## src/rtl/nms_seq_if.sv

```systemverilog
// nms_seq_if: frame-control, neighbour-read and result-write signals of nms_seq.
// Ports: start (frame request); refAddr/regAddr/rdEn drive the neighbour address
// calculator and srmData returns one cycle after rdEn; wrEn/wrAddr/wrData write
// the result SRAM; busy/done report frame progress.
interface nms_seq_if #(parameter int DW = 8);
  logic          start;
  logic [14:0]   refAddr;
  logic [3:0]    regAddr;
  logic          rdEn;
  logic [DW-1:0] srmData;
  logic          wrEn;
  logic [14:0]   wrAddr;
  logic [DW-1:0] wrData;
  logic          busy;
  logic          done;
  modport slave (input start, srmData, output refAddr, regAddr, rdEn, wrEn, wrAddr, wrData, busy, done);
  modport master (output start, srmData, input refAddr, regAddr, rdEn, wrEn, wrAddr, wrData, busy, done);
endinterface

```

## src/rtl/nms_seq.sv

```systemverilog
// nms_seq: sequential 3x3 non-maximum suppression over one IMG_W x IMG_H frame.
// Ports: clk, rst (async, active-high); bus (nms_seq_if.slave) carries start,
// the neighbour read request (refAddr, regAddr, rdEn), returned srmData, the
// result write (wrEn, wrAddr, wrData) and busy/done status.
module nms_seq #(
  parameter int IMG_W = 180,
  parameter int IMG_H = 120,
  parameter int DW    = 8
) (
  input  logic       clk,
  input  logic       rst,
  nms_seq_if.slave   bus
);
  typedef enum logic [2:0] {IDLE, CHECK, READ, DRAIN, WRITE, DONE} state_t;
  localparam logic [14:0] W_LAST = 15'(IMG_W - 1);
  localparam logic [14:0] H_LAST = 15'(IMG_H - 1);
  state_t        state;
  logic [14:0]   row, col;
  logic [DW-1:0] c;
  logic          sup;
  logic          border, last;
  assign border = row == '0 || row == H_LAST || col == '0 || col == W_LAST;
  assign last   = row == H_LAST && col == W_LAST;
  // srmData lags regAddr by one cycle: during READ with regAddr=k it holds
  // the value for k-1, and DRAIN sees the value for neighbour 8.
  always_ff @(posedge clk or posedge rst)
    if (rst) begin
      state       <= IDLE;
      row         <= '0;
      col         <= '0;
      c           <= '0;
      sup         <= 1'b0;
      bus.refAddr <= '0;
      bus.regAddr <= '0;
      bus.rdEn    <= 1'b0;
      bus.wrEn    <= 1'b0;
      bus.wrAddr  <= '0;
      bus.wrData  <= '0;
      bus.busy    <= 1'b0;
      bus.done    <= 1'b0;
    end else
      case (state)
        IDLE: if (bus.start) begin
          row         <= '0;
          col         <= '0;
          bus.refAddr <= '0;
          bus.busy    <= 1'b1;
          state       <= CHECK;
        end
        CHECK: begin
          sup <= 1'b0;
          if (border) begin
            bus.wrEn   <= 1'b1;
            bus.wrData <= '0;
            bus.wrAddr <= bus.refAddr;
            state      <= WRITE;
          end else begin
            bus.rdEn    <= 1'b1;
            bus.regAddr <= '0;
            state       <= READ;
          end
        end
        READ: begin
          if (bus.regAddr == 4'd1) c <= bus.srmData;
          else if (bus.regAddr != 4'd0 && bus.srmData > c) sup <= 1'b1;
          if (bus.regAddr == 4'd8) begin
            bus.rdEn    <= 1'b0;
            bus.regAddr <= '0;
            state       <= DRAIN;
          end else bus.regAddr <= bus.regAddr + 4'd1;
        end
        DRAIN: begin
          sup        <= sup || bus.srmData > c;
          bus.wrEn   <= 1'b1;
          bus.wrAddr <= bus.refAddr;
          bus.wrData <= (sup || bus.srmData > c) ? '0 : c;
          state      <= WRITE;
        end
        WRITE: begin
          bus.wrEn    <= 1'b0;
          bus.refAddr <= bus.refAddr + 15'd1;
          col         <= col == W_LAST ? '0 : col + 15'd1;
          row         <= col == W_LAST ? row + 15'd1 : row;
          if (last) begin
            bus.done <= 1'b1;
            bus.busy <= 1'b0;
            state    <= DONE;
          end else state <= CHECK;
        end
        DONE: begin
          bus.done <= 1'b0;
          state    <= IDLE;
        end
        default: state <= IDLE;
      endcase
endmodule

```

## src/flat_wrapper.sv

```systemverilog
// flat-port wrapper written by rule: the top's interface ports become plain ports
module nms_seq_flat 
#(
  parameter int IMG_W = 180,
  parameter int IMG_H = 120,
  parameter int DW    = 8
)
  (clk, rst, bus_start, bus_srmData, bus_refAddr, bus_regAddr, bus_rdEn, bus_wrEn, bus_wrAddr, bus_wrData, bus_busy, bus_done);
  nms_seq_if #(.DW(DW)) bus_i ();
  input  logic clk;
  input  logic rst;
  input wire logic [$bits(bus_i.start)-1:0] bus_start;
  input wire logic [$bits(bus_i.srmData)-1:0] bus_srmData;
  output wire logic [$bits(bus_i.refAddr)-1:0] bus_refAddr;
  output wire logic [$bits(bus_i.regAddr)-1:0] bus_regAddr;
  output wire logic [$bits(bus_i.rdEn)-1:0] bus_rdEn;
  output wire logic [$bits(bus_i.wrEn)-1:0] bus_wrEn;
  output wire logic [$bits(bus_i.wrAddr)-1:0] bus_wrAddr;
  output wire logic [$bits(bus_i.wrData)-1:0] bus_wrData;
  output wire logic [$bits(bus_i.busy)-1:0] bus_busy;
  output wire logic [$bits(bus_i.done)-1:0] bus_done;
  assign bus_i.start = bus_start;
  assign bus_i.srmData = bus_srmData;
  assign bus_refAddr = bus_i.refAddr;
  assign bus_regAddr = bus_i.regAddr;
  assign bus_rdEn = bus_i.rdEn;
  assign bus_wrEn = bus_i.wrEn;
  assign bus_wrAddr = bus_i.wrAddr;
  assign bus_wrData = bus_i.wrData;
  assign bus_busy = bus_i.busy;
  assign bus_done = bus_i.done;
  nms_seq #(.IMG_W(IMG_W), .IMG_H(IMG_H), .DW(DW)) u_core (.clk(clk), .rst(rst), .bus(bus_i));
endmodule
```

## config.mk

```make
export PLATFORM = sky130hd
export DESIGN_NAME = nms_seq_flat
export DESIGN_NICKNAME = d
export VERILOG_FILES = /design/src/rtl/nms_seq_if.sv /design/src/rtl/nms_seq.sv /design/src/flat_wrapper.sv
export SDC_FILE = /design/constraint.sdc
export NUM_CORES = 1
export LEC_CHECK = 0
export BUFFER_PORTS_ARGS = -buffer_cell sky130_fd_sc_hd__buf_2
export CAP_MARGIN = 20
export CORE_ASPECT_RATIO = 1.1
export CORE_UTILIZATION = 60
export DETAILED_ROUTE_END_ITERATION = 12
export MAX_ROUTING_LAYER = met4
export PLACE_DENSITY = 0.82
export SLEW_MARGIN = 20
export SYNTH_ARGS = -nofsm -noshare
export SYNTH_HDL_FRONTEND = slang
export SYNTH_SLANG_ARGS = --single-unit
```

## constraint.sdc

```tcl
create_clock -name clk -period 5.7 [get_ports clk]
set_input_delay 1.425 -clock clk [delete_from_list [all_inputs] [get_ports clk]]
set_output_delay 1.425 -clock clk [all_outputs]
set_load 0.05 [all_outputs]
```

==> impl_metrics.env <==
export IMPL_yosys_top_cells_area="dfrtp_1 49%, mux2_2 5.6%, o21ai_0 5.1%"
export IMPL_intPower_uw=1230
export IMPL_hpwl_um=6760
export IMPL_critPathCaptureType="flop"
export IMPL_worstSetupPathType="reg2reg"
export IMPL_syn_area_per_cell_um2=9.84
export IMPL_timing_setup_tns_ns=0
export IMPL_synth_edff_count=0
export IMPL_r2r_slack_ns=2.79
export IMPL_boundaryPins=57
export IMPL_multi_input_area_um2=2110
export IMPL_regArea_um2=2200
export IMPL_antenna_found_initial=0
export IMPL_clock_root_buffer="clkbuf_8"
export IMPL_cts_setup_buffers=0
export IMPL_run_status="finished, violations left"
export IMPL_drive_gt1_share_pct=21.6
export IMPL_reg2reg_from="u_core.col[0]"
export IMPL_clk_path_buf_depth=2
export IMPL_place_port_buffers=56
export IMPL_h_tree_depth=3
export IMPL_ir_drop_mv=0.347
export IMPL_hold_viol=0
export IMPL_syn_nets=480
export IMPL_crit_chain="inv_1, ha_1, or4b_1, a2111oi_1, o21ai_1, and2_1, mux2_1"
export IMPL_ys_seq_elements=88
export IMPL_syn2layout_area_growth_pct=13.0
export IMPL_max_freq_ghz=0.344
export IMPL_r2r_cells=7
export IMPL_initial_core_util_pct=62.9
export IMPL_grt_ovfl_total=0
export IMPL_tightest_slew_ns=0.890
export IMPL_fillers=521
export IMPL_grt_pass1_vias=3328
export IMPL_gp_congestion=0.853
export IMPL_core_area_um2=7090
export IMPL_r2r_end="u_core.bus.wrAddr[4]"
export IMPL_hold_path_class="reg2reg"
export IMPL_yosysWarnings=0
export IMPL_p_per_area_nw_per_um2=406
export IMPL_vias_per_cell=6.10
export IMPL_vias=3621
export IMPL_antenna_cells=0
export IMPL_post_drt_wl_per_cell_um=16.2
export IMPL_ys_seq_area_share_pct=49.4
export IMPL_relSlewSlack_pct=40.5
export IMPL_clkTransAtPathRegs_ns=0.09
export IMPL_critPathLaunchType="flop"
export IMPL_min_period_ns=2.91
export IMPL_fin_nets=532
export IMPL_p_seq_share_pct=39.2
export IMPL_final_area_um2=5040
export IMPL_setup_violations=0
export IMPL_clockPowerShare_pct=25.0
export IMPL_startpoint="u_core.col[0]"
export IMPL_combPwrFrac_pct=35.8
export IMPL_ys_flop_type="dfrtp_1"
export IMPL_min_to="u_core.bus.busy"
export IMPL_async_flop_share_pct=100
export IMPL_leakage_uw=0.00237
export IMPL_rsz0062_at_grt="false"
export IMPL_synthCells=453
export IMPL_cts_tree="done"
export IMPL_synth_distinct_cells=53
export IMPL_fp_row_count=32
export IMPL_drc=8
export IMPL_synth_top_cell_area_share_pct=49.4
export IMPL_grt_first_pass_wirelength_um=15800
export IMPL_switching_share_pct=39.8
export IMPL_cts_sinks=88
export IMPL_skew_ns=0.0138
export IMPL_ctsResizeCount=0
export IMPL_power_switching_uw=814
export IMPL_syn_area_um2=4460
export IMPL_final_max_slew_violation_count=0
export IMPL_min_from="u_core.bus.busy"
export IMPL_postRouteWirelength_um=9600
export IMPL_drv_cap=0
export IMPL_crit_arrival_ns=3.15
export IMPL_clock_latency_ns=0.36
export IMPL_min_path_cells=1
export IMPL_grt_util_all_layers_pct=26.8
export IMPL_grt_max_degree=63
export IMPL_max_stage_delay_ns=0.67
export IMPL_crit_buf_inv=1
export IMPL_holdBufCountCts=0
export IMPL_required_ns=5.94
export IMPL_min_period_over_period_pct=51.0
export IMPL_drtIter0Drc=222
export IMPL_crit_family="simple AND/OR/NAND/NOR gates"
export IMPL_dpl_instance_area_um2=4800
export IMPL_die_area_um2=7780
export IMPL_ant_nets=0
export IMPL_cts_buffers=9
export IMPL_yosysTopAreaCell="dfrtp_1"
export IMPL_critPathMaxFanout=20
export IMPL_violations="design-rule violations"
export IMPL_cp_slowest_cell="a2111oi_1"
export IMPL_fp_dieH_um=92.4
export IMPL_first_pass_iters=9
export IMPL_die_width_um=84.2
cell usage in the layout (no fill, tap or decap), drive strengths merged, types with 2 or more instances in the layout:
cell and count:
dfrtp 88, buf 60, nand2 57, o21ai 46, nand3 27, mux2 23
nor2 22, inv 20, a21oi 16, ha 16, nand4 13, nor3 11
or3 10, clkbuf 10, o2bb2ai 8, a31oi 6, o31ai 6, xnor2 6
and2 5, or4 5, nor4 5, and3 4, mux2i 4, o211ai 4
xor2 3, and4 3, bufinv 3, or4b 3, nor3b 2, a21o 2
nor2b 2, o21a 2, nand3b 2
layer usage:
layer  wire, um  GRT usage [%]  vias up
li1           -              -     1736
met1       4110           32.7     1791
met2       4970           45.9       81
met3        358           3.03       13
met4        159           10.8        0
met5          0              -        -
worst reg2reg max path: stages, from the launching register on:
cell and delay (ns):
dfrtp_1 0.44, inv_1 0.08, ha_1 0.13, or4b_1 0.43, a2111oi_1 0.67, o21ai_1 0.15
and2_1 0.45, mux2_1 0.45
power groups by stage:
stage	Combinational (uW)	Sequential (uW)	Clock, uW
floorplan	456	908	0
global placement	703	807	0
detailed placement	731	814	0
CTS	735	803	517
global route	799	816	540
finish	732	803	512
final cells by class:
class	count	area share (%)
clock inverter	5	2.11
multi-input combinational	326	41.8
inverter	20	1.54
tap	85	2.11
clock buffer	10	2.53
timing repair buffer	60	6.16
sequential	88	43.7
worst max path at each step:
stage	endpoint	slack [ns]	cells past startpoint
after CTS	u_core.bus.wrAddr[4]	2.86	7
after detailed placement	u_core.sup	2.79	7
final	u_core.bus.wrAddr[4]	2.79	7
after global routing	u_core.bus.wrAddr[4]	2.69	7
after floorplan	u_core.bus.busy	2.00	1
after global placement	u_core.sup	2.83	7
flip-flops by register name, summed over array words and instances, names as in the netlist:
name                cells
u_core.state            3
u_core.bus.wrData       8
u_core.bus.rdEn         1
u_core.row             15
u_core.sup              1
u_core.bus.refAddr     15
u_core.bus.wrAddr      15
u_core.c                8
u_core.col             15
u_core.bus.busy         1
u_core.bus.done         1
u_core.bus.wrEn         1
u_core.bus.regAddr      4
metrics by stage:
step	std cells	worst slack [ns]	power (uW)	hold WS, ns	util [%]
after floorplan	453	2.00	1360	0.453	-
after global placement	579	2.83	1510	0.460	67.8
after detailed placement	579	2.79	1550	0.465	67.8
after CTS	594	2.86	2050	0.484	71.1
after global routing	594	2.69	2160	0.506	71.1
final	594	2.79	2050	0.479	71.1
synthesized netlist by cell type, types with 2 or more instances:
cell type and number:
a21o_1 2, a21oi_1 16, a31oi_1 6, and2_1 5, and3_1 4, and4_1 3
buf_2 2, clkbuf_1 16, dfrtp_1 88, ha_1 16, inv_1 20, mux2_2 22
mux2i_1 4, nand2_1 57, nand3_1 27, nand3b_1 2, nand4_1 13, nor2_1 22
nor2b_1 2, nor3_1 10, nor3b_1 2, nor4_1 2, nor4_2 3, o211ai_1 4
o21a_1 2, o21ai_0 45, o2bb2ai_1 8, o31ai_1 6, or3_1 9, or4_1 3
or4_4 2, or4b_2 2, xnor2_1 6, xor2_1 3
cell families after synthesis:
| logic type | synth area share (%) |
|---|---|
| AO/OA/AOI/OAI | 13.5 |
| XOR/XNOR | 1.77 |
| adder cells (fa/ha/maj) | 4.49 |
| buffers and inverters | 3.51 |
| flip-flops | 49.4 |
| multiplexers | 6.71 |
| AND/OR/NAND/NOR | 20.7 |
No activity file was read; power rests on OpenSTA's default activity.
